===== src/rtl/hist_eq_bank_controller.sv =====
// Bank sequencer for histogram equalisation: rotates NUM_BANKS CDF banks between the build and remap stages.
// All outputs registered; each start drops for one cycle after its done; input stalls while every bank is full.
module hist_eq_bank_controller #(
    parameter int PIXEL_COUNT = 307200,
    parameter int CDF_WIDTH   = 20,
    parameter int NUM_BANKS   = 2,
    parameter int BANK_W      = 2
) (
    input  logic                 clock,
    input  logic                 reset_n,
    input  logic                 start,
    input  logic                 continuous,
    input  logic                 stop,
    output logic                 input_start,
    input  logic                 input_done,
    output logic [BANK_W-1:0]    input_bank,
    output logic                 output_start,
    input  logic                 output_done,
    output logic [BANK_W-1:0]    output_bank,
    input  logic                 cdf_valid,
    input  logic [CDF_WIDTH-1:0] cdf_min,
    output logic [CDF_WIDTH-1:0] cdf_min_out,
    output logic [CDF_WIDTH-1:0] divisor,
    output logic                 busy,
    output logic [15:0]          frames_done,
    output logic                 div_err
);

    localparam int CNT_W = $clog2(NUM_BANKS + 1);
    localparam int DEPTH = 1 << BANK_W;
    localparam logic [CDF_WIDTH-1:0] PIX  = CDF_WIDTH'(PIXEL_COUNT);
    localparam logic [BANK_W-1:0]    LAST = BANK_W'(NUM_BANKS - 1);
    localparam logic [CNT_W-1:0]     NB   = CNT_W'(NUM_BANKS);

    typedef enum logic [1:0] {IDLE, RUN, DRAIN} state_t;

    state_t               state;
    logic                 run_mode;
    logic                 accept;
    logic [BANK_W-1:0]    wr_ptr;
    logic [BANK_W-1:0]    rd_ptr;
    logic [DEPTH-1:0]     full;
    logic [CNT_W-1:0]     full_count;
    logic [CDF_WIDTH-1:0] cdf_reg [DEPTH];

    logic in_fire;
    logic out_fire;
    logic stop_now;

    assign in_fire     = input_start & input_done;
    assign out_fire    = output_start & output_done;
    assign stop_now    = stop | ~accept | ~run_mode;
    assign input_bank  = wr_ptr;
    assign output_bank = rd_ptr;

    // Run control: input enable, accept latch and state transitions.
    always_ff @(posedge clock or negedge reset_n) begin
        if (!reset_n) begin
            state       <= IDLE;
            run_mode    <= 1'b0;
            accept      <= 1'b0;
            input_start <= 1'b0;
            busy        <= 1'b0;
        end else begin
            case (state)
                IDLE: begin
                    input_start <= 1'b0;
                    if (start) begin
                        state       <= RUN;
                        run_mode    <= continuous;
                        accept      <= 1'b1;
                        input_start <= 1'b1;
                        busy        <= 1'b1;
                    end
                end
                RUN: begin
                    if (stop || !run_mode)
                        accept <= 1'b0;
                    // No frame in flight (or the last one closing now): hand over to drain.
                    if (stop_now && (!input_start || input_done)) begin
                        state       <= DRAIN;
                        input_start <= 1'b0;
                    end else if (in_fire) begin
                        input_start <= 1'b0;
                    end else if (!input_start) begin
                        input_start <= (full_count < NB);
                    end
                end
                DRAIN: begin
                    input_start <= 1'b0;
                    if (full_count == '0 && !output_start) begin
                        state <= IDLE;
                        busy  <= 1'b0;
                    end
                end
                default: begin
                    state       <= IDLE;
                    input_start <= 1'b0;
                    busy        <= 1'b0;
                end
            endcase
        end
    end

    // Bank bookkeeping and output enable.
    always_ff @(posedge clock or negedge reset_n) begin
        if (!reset_n) begin
            wr_ptr       <= '0;
            rd_ptr       <= '0;
            full         <= '0;
            full_count   <= '0;
            output_start <= 1'b0;
            frames_done  <= 16'd0;
        end else begin
            if (in_fire) begin
                full[wr_ptr] <= 1'b1;
                wr_ptr       <= (wr_ptr == LAST) ? '0 : wr_ptr + BANK_W'(1);
            end
            // Input only runs with a free bank, so wr_ptr never equals rd_ptr here.
            if (out_fire) begin
                full[rd_ptr] <= 1'b0;
                rd_ptr       <= (rd_ptr == LAST) ? '0 : rd_ptr + BANK_W'(1);
                frames_done  <= frames_done + 16'd1;
            end
            if (in_fire && !out_fire)
                full_count <= full_count + CNT_W'(1);
            else if (out_fire && !in_fire)
                full_count <= full_count - CNT_W'(1);

            if (state == IDLE)
                output_start <= 1'b0;
            else if (out_fire)
                output_start <= 1'b0;
            else if (!output_start)
                output_start <= full[rd_ptr];
        end
    end

    // CDF capture per bank and remap constants for the bank being read.
    always_ff @(posedge clock or negedge reset_n) begin
        if (!reset_n) begin
            for (int i = 0; i < DEPTH; i++)
                cdf_reg[i] <= '0;
            cdf_min_out <= '0;
            divisor     <= PIX;
            div_err     <= 1'b0;
        end else begin
            if (input_start && cdf_valid)
                cdf_reg[wr_ptr] <= cdf_min;

            if (state == IDLE && start)
                div_err <= 1'b0;
            else if (input_start && cdf_valid && cdf_min >= PIX)
                div_err <= 1'b1;

            cdf_min_out <= cdf_reg[rd_ptr];
            if (cdf_reg[rd_ptr] < PIX)
                divisor <= PIX - cdf_reg[rd_ptr];
            else
                divisor <= CDF_WIDTH'(1);
        end
    end

endmodule

===== config.mk =====
export PLATFORM = sky130hd
export DESIGN_NAME = hist_eq_bank_controller
export DESIGN_NICKNAME = d
export VERILOG_FILES = /design/src/rtl/hist_eq_bank_controller.sv
export SDC_FILE = /design/constraint.sdc
export NUM_CORES = 1
export LEC_CHECK = 0
export CAP_MARGIN = 0
export CORE_MARGIN = 1
export CORE_UTILIZATION = 45
export CTS_BUF_LIST = sky130_fd_sc_hd__clkbuf_8
export CTS_CLUSTER_DIAMETER = 80
export DETAILED_ROUTE_END_ITERATION = 16
export HOLD_SLACK_MARGIN = 0.02
export PLACE_DENSITY = 0.68
export SYNTH_ARGS = -nofsm -noshare
export SYNTH_HDL_FRONTEND = slang
export SYNTH_SLANG_ARGS = --single-unit

===== constraint.sdc =====
create_clock -name clock -period 5.1 [get_ports clock]
set_clock_uncertainty 0.05 [all_clocks]
set_input_delay 0.51 -clock clock [delete_from_list [all_inputs] [get_ports clock]]
set_output_delay 0.51 -clock clock [all_outputs]
set_load 0.02 [all_outputs]

* Word level (Yosys, flattened, before mapping) *
Cells that the tools add are included.

cells by class
  add/subtract/negate cells = 6
  $lt $le $gt $ge = 10
  equal/unequal tests = 8
  muxes and demuxes = 38
  bitwise operators = 12
  reductions and logical operators = 26

operator list
  cell                      count
  $bwmux W80                1
  $mux W20                  4
  $bmux W20 S2              1
  $demux W20 S2             1
  $ge A20 B19 Y1 const B    1
  $lt A20 B19 Y1 const B    1
  $sub A19 B20 Y20 const A  1
  $add A16 B1 Y16 const B   1
  $mux W1                   15
  $mux W2                   7
  $logic_and A1 B1 Y1       10
  $reduce_and A3 Y1         3
  $mux W4                   2
  $ne A2 B2 Y1 const B      4
  $add A2 B1 Y2 const B     3
  $eq A2 B1 Y1 const B      3
  $ge A3 B3 Y1 const B      2
  $lt A2 B3 Y1 const B      2
  $not A2 Y3                2
  $pmux W2 S3               1
  $reduce_bool A2 Y1        3
  $logic_not A1 Y1          5
  $and A4 B4 Y4             1
  $demux W1 S2              2
  other kinds (16)          24

word-level totals
  flip-flop bits (word level) = 154
  input bits = 28
  output and inout bits = 64
  logic and storage cells = 118

* Depth between registers and ports, before layout *
  depth after elaboration = 8
  gate-level depth with buffers = 8

* Worst setup path after synthesis *
Ideal clock, no wire load.

  path type = register to register
  from = reg rd_ptr[1] (netlist: output_bank[1])
  to = reg divisor[15]
  arrival time = 2.894 ns
  data required time = 4.982 ns
  slack = 2.088 ns
  cell stages (with the launch flop) = 8
  cells stage by stage = dfrtp_1 > clkbuf_1 > clkbuf_1 > mux4_2 > or4_4 > or3_1 > a311o_1 > a21oi_2

on the way
  cells in the longest elaborated chain, start to end = 6
  elaborated cells between the ends (all ways) = 7

ends and longest elaborated chain
  item                                                       line      source
  start, declared                                            41        logic [BANK_W-1:0] rd_ptr;
  start signal, assigned                                     122       rd_ptr <= (rd_ptr == LAST) ? '0 : rd_ptr + BANK_W'(1);
  $not A2 Y3 (not written as such) *                         157, 158
  $bmux W20 S2 *                                             157, 158
  $mux W20 (not written as such) * (2 in a row)              157, 158
  $sub A19 B20 Y20 / $lt A20 B19 Y1 (equally long branches)  158, 157
  $mux W20 *                                                 157       if (cdf_reg[rd_ptr] < PIX)
  end signal, assigned                                       158       divisor <= PIX - cdf_reg[rd_ptr];
  end, declared                                              23        output logic [CDF_WIDTH-1:0] divisor,

Every way passes the cells marked *; elsewhere a longest branch is shown, timed or not. The select of a mux whose other input is x is not followed.
A chain may end at the register's enable or synchronous reset.

* Final worst setup path *
  from = reg rd_ptr[0] (netlist: output_bank[0])
  to = reg divisor[17]

Same word-level chain as after synthesis.

==> metrics.cfg <==
[yosys]
synth_mux_area_share_pct=22.2
synth_area_leader_cell=dfrtp_1
yosys.area_share.simple_pct=7.27
ys.warnings.count=0
syn_area_per_cell_um2=14.4
synth_seq_area_share_pct=60.0
yosysMostFrequentCell=dfrtp_1
syn-num-nets=477
synthCells=446
synthFlopType=dfrtp_1
synth_cell_types=48
synthXorXnorAreaFrac_pct=4.08
synth_common_cells=dfrtp_1 (150), mux2_2 (82), nor2_1 (23)
synthAdderAreaFrac_pct=0.583
synth_compound_area_share_pct=3.97
async_reset_ff_share_pct=100
ys_top_cells_by_area=dfrtp_1 (58%), mux2_2 (14%), mux4_2 (5.6%)
synth-edff-count=0
syn-cell-area_um2=6430
synth_top_area_share_pct=58.3
ys_seq_elements=154
synth_top_family_by_area=multiplexers

[sta]
tns_ps=0
max_freq_ghz=0.294
finalMaxSlewViolations=0
setup_viol=0
relSlewSlack_pct=34.5
tightest_slew_ps=983
fin_crit_sh_pct=66.6
hold_viol=0
rsz0062_at_grt=no
fin_crit_ps=3400

[cts]
ctsResizeCount=0
cts_root_buf=clkbuf_8
htree_levels=4
cts.clk_slew.worst_paths_ps=70
post_cts_buffers=0
cts_buffer_depth=2
numCtsBuffers=17
cts_sinks=154
cts_hold_buf=0
cts_tree=yes
clk_latency_ps=430

[worst_setup_path]
cp_max_fo=14
critPathCaptureType=flip-flop
regToRegStartpoint=output_bank[0]
cp.required_ps=5420
r2r-end=divisor[17]
arrival_ps=3720
r2r_setup_slack_ps=1700
r2r_cells=6
worstSetupPathType=flip-flop to flip-flop
cp-start-kind=flip-flop

[route]
via_per_inst=5.32
drtAntennaViolNets=0
wire_per_inst_um=18.0
firstDrtPassIters=4
drt-total-wl_mm=13.3
vias=3918
drc=0
drt_first_iter_violations=319

[floorplan]
std_cell_rows=43
start_util_pct=46.2
ioPinCount=92
core-area_um2=13900
die-area_um2=14800
die_h_um=122
die_x_um=122

[layout]
drive_above_1_share_pct=25.0
syn2layout_area_growth_pct=22.8
largest_reg_flops=80
final_nets=575
insertedDiodeCount=0

[grt]
grt_antenna_before_repair=0
grt_first_pass_wirelength_mm=21.3
gr-total-overflow=0
grt_usage_pct=19.4
grt_pass1_vias=3997
grt_max_degree=112

[power]
power_w=0.00456
p_leak_nw=3.54
cellPowerDensity_nw_per_um2=577
vdd_drop_max_mv=0.308

[hold_path]
hold_path.class=primary input to asynchronous set/reset pin

[place]
place.gp.congestion=0.841
portBuffers=91
hpwl_mm=8.93

[run]
maxCapViolCount=0

[run_status]
status=complete, no violations

==> per-layer routing <==
layer | vias up | track usage (%) | part of all wire, %
met5 | - | 0 | 0
met3 | 9 | 4.73 | 4.5
li1 | 1798 | - | -
met2 | 110 | 30.1 | 48
met4 | 0 | 6.94 | 0.96
met1 | 2001 | 26.8 | 46
==> metrics by stage <==
| step | setup WS, ps | hold slack, ps | cell area, µm² | instances | utilization, % |
|---|---|---|---|---|---|
| floorplan | 2090 | 164 | 6430 | 446 | - |
| global placement | 1800 | 412 | 7530 | 705 | 54.1 |
| detailed placement | 1660 | 419 | 7530 | 705 | 54.1 |
| CTS | 1620 | 186 | 7900 | 737 | 56.7 |
| global route | 1490 | 207 | 7900 | 737 | 56.7 |
| finish | 1700 | 155 | 7900 | 737 | 56.7 |
==> area by class of cell <==
| cell class | count | area, µm² |
|---|---|---|
| clock buffers | 22 | 303 |
| clock inverters | 10 | 65.1 |
| fillers | 1122 | 6030 |
| inverters | 7 | 26.3 |
| multi-input cells | 266 | 2460 |
| flip-flops and latches | 154 | 3860 |
| well taps | 180 | 225 |
| repair buffers | 98 | 965 |
==> critical path, cell delays in order (launching register included) <==
cell and delay, ps:
dfrtp_1 910, buf_4 400, mux4_1 690, a21o_1 240, a211oi_1 670, o2111a_1 300
a21o_1 80
==> placed cells by master (no fill, tap or decap), types with 2 or more instances in the layout <==
| cell | instances |
|---|---|
| dfrtp_1 | 150 |
| clkdlybuf4s50_1 | 90 |
| mux2_2 | 82 |
| nor2_1 | 23 |
| clkbuf_8 | 22 |
| xnor2_1 | 20 |
| nand2_1 | 19 |
| mux4_2 | 16 |
| inv_1 | 14 |
| xor2_1 | 10 |
| nor3_1 | 8 |
| nand3_1 | 8 |
| nand4_1 | 7 |
| nor2b_1 | 7 |
| buf_4 | 7 |
| a21oi_1 | 6 |
| o21ai_0 | 6 |
| and2_1 | 5 |
| mux4_1 | 5 |
| a21o_1 | 4 |
| or4_1 | 4 |
| dfstp_2 | 4 |
| and3_1 | 3 |
| a31oi_1 | 3 |
| or3_1 | 3 |
| ha_1 | 3 |
| a211o_1 | 2 |
| o211a_1 | 2 |
| nor4_1 | 2 |
| o31ai_1 | 2 |
==> power breakdown <==
part           internal [W]  switching, W  total (W)
logic              0.000919      0.000946    0.00186
registers           0.00161      0.000252    0.00186
clock network      0.000437      0.000400   0.000837
==> cells by family (layout without fill, tap and decap cells) <==
group / after synthesis / count (layout)
AO/OA/AOI/OAI: 35 / 35
XOR/XNOR: 30 / 30
adder cells (fa/ha/maj): 3 / 3
buffers and inverters: 26 / 137
AND/OR/NAND/NOR: 93 / 93
multiplexers: 104 / 104
flip-flops: 154 / 154
other: 1 / 1
==> worst max path at each step <==
| stage | end | slack, ps | start |
|---|---|---|---|
| floorplan | divisor[15] | 2090 | output_bank[1] |
| global placement | divisor[17] | 1800 | output_bank[0] |
| detailed placement | divisor[17] | 1660 | output_bank[0] |
| CTS | divisor[17] | 1620 | output_bank[0] |
| global route | divisor[17] | 1490 | output_bank[0] |
| finish | divisor[17] | 1700 | output_bank[0] |
No activity file was read; power rests on OpenSTA's default activity.
